File: config.mk
export PLATFORM = sky130hd
export DESIGN_NAME = ddr_mem_arbiter
export DESIGN_NICKNAME = d
export VERILOG_FILES = /design/src/rtl/mem_arb_pkg.sv /design/src/rtl/rr_arb2.sv /design/src/rtl/ddr_mem_arbiter.sv
export SDC_FILE = /design/constraint.sdc
export NUM_CORES = 1
export LEC_CHECK = 0
export ABC_AREA = 1
export CAP_MARGIN = 20
export CORE_UTILIZATION = 39
export CTS_CLUSTER_SIZE = 12
export DETAILED_ROUTE_END_ITERATION = 10
export PLACE_DENSITY_LB_ADDON = 0.25
export SYNTH_ARGS = -nofsm -noshare
export SYNTH_HDL_FRONTEND = slang
export SYNTH_SLANG_ARGS = --single-unit
File: constraint.sdc
create_clock -name clk -period 1.5 [get_ports clk]
set_input_delay 0.3 -clock clk [delete_from_list [all_inputs] [get_ports clk]]
set_output_delay 0.3 -clock clk [all_outputs]
set_load 0.01 [all_outputs]
File: src/rtl/mem_arb_pkg.sv
// Shared types and port indices for the DDR2 user-port arbiter.
package mem_arb_pkg;

    typedef enum logic [1:0] {
        IDLE,
        ISSUE,
        WAIT,
        DONE
    } arb_state_t;

    localparam logic PORT_LOADER = 1'b0;
    localparam logic PORT_CORE   = 1'b1;

endpackage

File: src/rtl/rr_arb2.sv
// Two-way round-robin grant: on a tie the port that was not granted last wins.
module rr_arb2
    import mem_arb_pkg::*;
(
    input  logic [1:0] req,
    input  logic       last_grant,
    output logic [1:0] gnt
);

    always_comb begin
        gnt    = '0;
        gnt[0] = req[0] & (~req[1] | (last_grant == PORT_CORE));
        gnt[1] = req[1] & (~req[0] | (last_grant == PORT_LOADER));
    end

endmodule

File: src/rtl/ddr_mem_arbiter.sv
// Shares the DDR2 controller user port between the UART loader (port 0) and
// the core load/store unit (port 1); one transaction in flight, round-robin.
module ddr_mem_arbiter
    import mem_arb_pkg::*;
#(
    parameter int ADDR_W      = 27,
    parameter int DATA_W      = 32,
    parameter int TIMEOUT_CYC = 1023
) (
    input  logic              clk,
    input  logic              rst,
    input  logic              req0,
    input  logic              req1,
    input  logic              we0,
    input  logic              we1,
    input  logic [ADDR_W-1:0] addr0,
    input  logic [ADDR_W-1:0] addr1,
    input  logic [DATA_W-1:0] wdata0,
    input  logic [DATA_W-1:0] wdata1,
    output logic              done0,
    output logic              done1,
    output logic [DATA_W-1:0] rdata0,
    output logic [DATA_W-1:0] rdata1,
    output logic              err0,
    output logic              err1,
    output logic              mem_req,
    output logic              mem_we,
    output logic [ADDR_W-1:0] mem_addr,
    output logic [DATA_W-1:0] mem_wdata,
    input  logic              mem_ready,
    input  logic              mem_rvalid,
    input  logic [DATA_W-1:0] mem_rdata
);

    localparam int CNT_W = $clog2(TIMEOUT_CYC + 1);

    arb_state_t       state;
    arb_state_t       state_nxt;
    logic [1:0]       gnt;
    logic             any_gnt;
    logic             last_grant;
    logic             cur_port;
    logic             err_flag;
    logic [CNT_W-1:0] tmo_cnt;
    logic             tmo_hit;

    rr_arb2 u_rr_arb2 (
        .req        ({req1, req0}),
        .last_grant (last_grant),
        .gnt        (gnt)
    );

    assign any_gnt = |gnt;
    assign tmo_hit = (tmo_cnt == CNT_W'(TIMEOUT_CYC));

    always_ff @(posedge clk) begin
        if (rst) begin
            state <= IDLE;
        end else begin
            state <= state_nxt;
        end
    end

    always_comb begin
        state_nxt = state;
        case (state)
            IDLE:    if (any_gnt) state_nxt = ISSUE;
            ISSUE:   if (mem_ready) state_nxt = mem_we ? DONE : WAIT;
            WAIT:    if (mem_rvalid || tmo_hit) state_nxt = DONE;
            DONE:    state_nxt = IDLE;
            default: state_nxt = IDLE;
        endcase
    end

    always_comb begin
        done0 = (state == DONE) && (cur_port == PORT_LOADER);
        done1 = (state == DONE) && (cur_port == PORT_CORE);
        err0  = done0 && err_flag;
        err1  = done1 && err_flag;
    end

    // Command fields are captured once on IDLE->ISSUE and left untouched until
    // the next grant, so they stay stable through any mem_ready stall.
    always_ff @(posedge clk) begin
        if (rst) begin
            last_grant <= PORT_CORE;
            cur_port   <= PORT_LOADER;
            err_flag   <= 1'b0;
            tmo_cnt    <= '0;
            mem_req    <= 1'b0;
            mem_we     <= 1'b0;
            mem_addr   <= '0;
            mem_wdata  <= '0;
            rdata0     <= '0;
            rdata1     <= '0;
        end else begin
            case (state)
                IDLE: begin
                    if (any_gnt) begin
                        cur_port  <= gnt[1] ? PORT_CORE : PORT_LOADER;
                        mem_req   <= 1'b1;
                        mem_we    <= gnt[1] ? we1 : we0;
                        mem_addr  <= gnt[1] ? addr1 : addr0;
                        mem_wdata <= gnt[1] ? wdata1 : wdata0;
                    end
                end
                ISSUE: begin
                    if (mem_ready) begin
                        mem_req  <= 1'b0;
                        tmo_cnt  <= '0;
                        err_flag <= 1'b0;
                    end
                end
                WAIT: begin
                    if (mem_rvalid) begin
                        if (cur_port == PORT_CORE) rdata1 <= mem_rdata;
                        else                       rdata0 <= mem_rdata;
                    end else if (tmo_hit) begin
                        err_flag <= 1'b1;
                        if (cur_port == PORT_CORE) rdata1 <= '0;
                        else                       rdata0 <= '0;
                    end else begin
                        tmo_cnt <= tmo_cnt + 1'b1;
                    end
                end
                DONE: begin
                    last_grant <= cur_port;
                end
                default: ;
            endcase
        end
    end

endmodule
# ---- Word level (Yosys, flattened, before mapping)
# Cells that the tools add are included.
dict set report word_totals {
  wordCells 74
  rom_bits 0
  latchBits 0
  ramBits 0
  ff_bits 140
  n_memories 0
  inputBits 158
  output_inout_bits 129
}
dict set report op_classes {
  n_shift 0
  order_cmp 0
  n_mux 27
  div_mod_pow 0
  n_eq_ne 10
  n_bitwise 8
  n_reduce_logical 17
  mul 0
  n_addsub 1
}
# cell n
set op_table {}
lappend op_table {{2-to-1 mux 32 bit} 9}
lappend op_table {{2-to-1 mux 10 bit} 3}
lappend op_table {{2-to-1 mux 27 bit} 1}
lappend op_table {{case mux 10 bit (2 select lines)} 1}
lappend op_table {{!= test 2 bit, second input constant} 6}
lappend op_table {{AND reduction 3 bit} 4}
lappend op_table {{adder 10 x 1 -> 10 bit, second input constant} 1}
lappend op_table {{equality test 10 bit, second input constant} 1}
lappend op_table {{case mux 2 bit (4 select lines)} 1}
lappend op_table {{AND reduction 4 bit} 2}
lappend op_table {{2-to-1 mux 1 bit} 7}
lappend op_table {{2-to-1 mux 2 bit} 3}
lappend op_table {{nonzero test 2 bit} 3}
lappend op_table {{equality test 2 bit, second input constant} 2}
lappend op_table {{logical AND 1 bit} 4}
lappend op_table {{inverter 1 bit} 4}
lappend op_table {{case mux 1 bit (2 select lines)} 2}
lappend op_table {{AND 1 bit} 2}
lappend op_table {{equality test 2 x 1 -> 1 bit, second input constant} 1}
lappend op_table {{logical NOT 2 bit} 1}
lappend op_table {{OR 1 bit} 2}
lappend op_table {{AND reduction 2 bit} 1}
lappend op_table {{OR reduction 2 bit} 1}
lappend op_table {{logical OR 1 bit} 1}

# ---- Logic depth before layout (Yosys ltp)
dict set report depth {
  ltp_word 6
  depth_mapped 11
  mapped_depth_nobuf 9
}

# ---- Hierarchy
# Synthesis repeated with hierarchy kept, for this count alone.
dict set report hier_totals {
  cells_unflattened 1058
  area_unflattened_um2 6810.3
}
# module area_each_um2 seq_area_each_um2 n_inst cells_each
set modules_own_cells {}
lappend modules_own_cells {ddr_mem_arbiter 6782.8 2802.7 1 1054}
lappend modules_own_cells {rr_arb2 27.5 0.0 1 4}

# ---- Worst setup path after synthesis
# Ideal clock, no wire load.
dict set report synth_path {
  path_type {register to register}
  from {register state[0]}
  to {register tmo_cnt[8]}
  period_less_slack_ns 1.612
  setup_time_ns 0.064
  path_stages_with_launch 12
  required_time_ns 1.436
  slack_ns -0.112
  arrival_time_ns 1.548
  path_buffers 2
  cell_sequence {dfxtp_1 inv_1 ha_1 buf_2 nand2_1 nand2_1 nor2_1 buf_2 nand3_1 nand2_1 nand2_1 nor2_1}
}
dict set report synth_via {
  elab_chain_cells 3
  elab_cells_between_ends 8
  cone_classes {5 x eq/ne; 1 x mux; 2 x reduce/logical}
}
# element line_no
set synth_rtl {}
lappend synth_rtl {{start: declaration} ddr_mem_arbiter.sv:37} ;# arb_state_t state;
lappend synth_rtl {{start signal: assignment} ddr_mem_arbiter.sv:60} ;# state <= state_nxt;
lappend synth_rtl {{equality test 2 bit / equality test 2 x 1 -> 1 bit (equally long branches)} ddr_mem_arbiter.sv:97} ;# case (state)
lappend synth_rtl {{!= test 2 bit (no source line) / nonzero test 2 bit (equally long branches)} n/a}
lappend synth_rtl {{AND reduction 4 bit (no source line)} n/a}
lappend synth_rtl {{end signal: assignment} ddr_mem_arbiter.sv:123} ;# tmo_cnt <= tmo_cnt + 1'b1;
lappend synth_rtl {{end: declaration} ddr_mem_arbiter.sv:44} ;# logic [CNT_W-1:0] tmo_cnt;
# Parallel ways exist; a longest one is shown, timed or not.
# A chain may end at the register's enable or synchronous reset.

# ---- Final worst setup path
dict set report layout_path {
  from {register tmo_cnt[6]}
  to {register rdata0[8]}
}
dict set report layout_via {
  elab_chain_cells 3
}
# element line_no
set layout_rtl {}
lappend layout_rtl {{equality test 10 bit} ddr_mem_arbiter.sv:54} ;# assign tmo_hit = (tmo_cnt == CNT_W'(TIMEOUT_CYC));
lappend layout_rtl {{nonzero test 2 bit (no source line)} n/a}
lappend layout_rtl {{AND reduction 3 bit (no source line)} n/a}
lappend layout_rtl {{end signal: assignment} ddr_mem_arbiter.sv:117} ;# else rdata0 <= mem_rdata;
lappend layout_rtl {{end: declaration} ddr_mem_arbiter.sv:22} ;# output logic [DATA_W-1:0] rdata0,
# No other way between the ends.

==> impl_results.md <==
- Number of global-route vias before repair: between 7,000 and 8,000
- Data required time of the worst path: around 1.8 ns
- RSZ-0062 raised after global routing: true
- Worst min path class: reg -> reg
- Routed len/inst: between 10 and 15 um
- Initial Utilization: between 30% and 40%
- CP startpoint kind: register
- Max-slew headroom: 71.3%
- Cells after synthesis: roughly 1,100
- Synth warn: 0
- Via density: ~4.6
- Max IR drop VDD: 1.16 mV
- Met3 usage: under 10%
- Final GP Congestion: approximately 0.86
- Root buf cell: clkbuf_16
- Post-synthesis sequential area ratio: 40.6%
- Cell Area, Synth: between 6000 and 7000 um^2
- DP Cell Count: approximately 1,600
- First-pass GRT wire length: 34.3 mm
- Power Density: ~1400 nW/um^2
- CP max stage delay: 0.36 ns
- PortBufs: ~290
- Largest buffer count on any clock path: 2
- Skew final: 0.0125 ns
- Pleak: 0.00582 uW
- Critical path class: reg -> reg
- Largest net degree at the start of global routing: 65
- Initial drt markers: between 400 and 500
- Synthesized Nets: 1,282
- Setup TNS: -0.529 ns
- All-layer global routing usage: roughly a quarter
- Final Setup Violations: 31
- Min Clock Period, post-route: between 1.5 and 2 ns
- # IOs: between 200 and 300
- Antenna violations before repair: 1
- Netlist cell types: 28
- Tightest Pin Transition: around 0.43 ns
- Max_cap viols: 0
- DP HPWL: 14.6 mm
- Maximum clock frequency: 641 MHz
- Max-slew violations: 0
- Critical path arrival: 1.88 ns
- WL final: 22.2 mm
- CP endpoint kind: register
- Die width: approximately 140 um
- Core ar.: roughly 17,000 um^2
- Most common cell on crit path: nand2_1
- Pre-CTS setup slack: -0.239 ns
- Period Utilization, post-route: 104%
- CTS H-Tree Depth: 4
- Detailed Routing Iterations Pass 1: 5
- Register bit total from synthesis: 140
- Final Util: between 60% and 70%
- Worst-path fanout max: 5
- Clk Latency, worst-skew pair: approximately 0.43 ns
- Syn_area_per_cell: ~6.2 um^2
- Clk slew on worst S/H paths: roughly 0.060 ns
- Drt drc: 0
- Routed via count: 7,717
- Area Growth Syn to Fin: 63.6%
- Final hold violation count: 0
- Pwr Total: between 15,000 and 20,000 uW
- Status: finished with violations
- Die Y: approximately 140 um
- Die footprint: 18,200 um^2
- GRT busiest layer: met2
- CTS Hold Buffers Added: 0
- Clk sink count: 140
- GRT met2 Usage: between 40% and 50%
- Clock buffer count from CTS: 17
- Layout cells sized above 1: approximately 13%
- TritonCTS clock tree: yes
- Final worst slack: -0.0599 ns
- Slowest cell on crit path: dfxtp_1
- Routed Antenna Nets: 0
- Final Non-Filler Cells: between 1,500 and 2,000
- Num rows: 48
- Failing checks: setup timing
- Crit path cell chain: nand2_1 > nor2_4 > nand3_4 > nand2_8 > buf_6 > clkbuf_16 > nand4_1 > nand2_1 > nor2_1
- Final Net Count: 1,594
- GRT overflow: 0
- GRT met1 Usage: 28.2%
stage by stage:
step,hold WS [ns],area (um^2)
global route,0.512,11300
global placement,0.473,10300
finish,0.480,11300
floorplan,0.452,6930
detailed placement,0.467,10300
CTS,0.479,11000
final cells by class:
type,instances,area (um^2)
well taps,225,282
inverters,144,554
flip-flops and latches,140,2810
clock buffers,18,439
clock inverters,14,145
fillers,1565,6010
repair buffers,359,3520
multi-input cells,768,3530
diodes,1,2.50
cell usage after synthesis:
cell / number / area, um^2
nand4_1: 48 / 300
o211ai_1: 1 / 7.51
buf_6: 6 / 67.6
inv_1: 142 / 533
clkbuf_1: 44 / 165
or2_2: 1 / 6.26
nor3_1: 2 / 10.0
nand2_2: 1 / 6.26
a21oi_1: 13 / 65.1
a31oi_1: 1 / 6.26
ha_1: 6 / 75.1
nand3_4: 3 / 52.6
dfxtp_1: 140 / 2800
inv_2: 2 / 7.51
o21ai_0: 62 / 310
xnor2_1: 1 / 8.76
buf_1: 8 / 30.0
buf_2: 9 / 45.0
nor2_4: 1 / 11.3
nor2_1: 224 / 841
nand3b_1: 1 / 7.51
o21ai_1: 1 / 5.00
nand3_1: 11 / 55.1
nand2_4: 1 / 11.3
nor2_2: 1 / 6.26
xor2_1: 1 / 8.76
nand2_1: 386 / 1450
and2_1: 1 / 6.26
worst paths after layout:
| check | startpoint | end | slack, ns | depth (start not counted) |
|---|---|---|---|---|
| worst max-delay path | tmo_cnt[6] | rdata0[8] | -0.06 | 9 |
| worst min-delay path | mem_req | mem_req | 0.48 | 2 |
| worst max register to register | tmo_cnt[6] | rdata0[8] | -0.06 | 9 |
| worst min register to register | mem_req | mem_req | 0.48 | 2 |
cell families (layout without fill, tap and decap cells):
kind of cell / after synthesis / count (layout) / synth area share [%]
and+or+nand+nor: 681 / 682 / 40.0
buffers and inverters: 211 / 535 / 12.3
DFF: 140 / 140 / 40.6
other: 0 / 1 / 0
xor gates and xnor gates: 2 / 2 / 0.254
adders and majority gates: 6 / 6 / 1.09
AOI/OAI and AO/OA: 78 / 78 / 5.71
per-layer routing:
metal | wire length, um | vias up
li1 | - | 4000
met1 | 9190 | 3384
met2 | 10700 | 294
met3 | 1780 | 39
met4 | 548 | 0
met5 | 0 | -
power breakdown:
part | internal (uW) | switching, uW | leakage (uW)
logic | 3270 | 3760 | 0.00439
registers | 4620 | 457 | 0.00115
clock network | 2490 | 1700 | 0.000278
total | 10400 | 5920 | 0.00582
cells in the final DEF (no fill, tap or decap), types with 4 or more instances in the layout:
cell | synthesis | layout
buf_6 | 6 | 13
nor2_1 | 224 | 214
nor2_2 | 1 | 7
clkdlybuf4s50_1 | 0 | 157
nand4_1 | 48 | 48
nand2_4 | 1 | 6
o21ai_0 | 62 | 47
clkbuf_16 | 0 | 19
o21ai_1 | 1 | 12
nand2_1 | 386 | 368
a21oi_2 | 0 | 8
nand3_1 | 11 | 8
nor2_4 | 1 | 5
dfxtp_1 | 140 | 136
clkinv_2 | 0 | 5
clkinvlp_4 | 0 | 4
inv_6 | 0 | 4
nand2_2 | 1 | 13
buf_12 | 0 | 11
inv_1 | 142 | 133
inv_2 | 2 | 7
dlygate4sd2_1 | 0 | 125
ha_4 | 0 | 5
a21oi_1 | 13 | 5
buf_4 | 0 | 46
worst max-delay path: cells and delay by family, from the launching register on:
kind	cells	cell delay, ns
buf+inv	2	0.28
simple gates	7	0.79
flops	1	0.36
registers in the layout, indices dropped and copies added (netlist names):
register	cells
mem_wdata	32
state	2
rdata1	32
err_flag	1
rdata0	32
mem_req	1
last_grant	1
tmo_cnt	10
mem_we	1
cur_port	1
mem_addr	27
timing repair:
| item | CTS | global route |
|---|---|---|
| resized for setup | 180 | 75 |
| pin swaps | 14 | 22 |
| endpoints found under the setup margin | 236 | 123 |
| setup buffers | 9 | 7 |
| hold endpoints to repair | 0 | 0 |
| gates cloned | 4 | 3 |
Power figures use the tool's default switching activity.
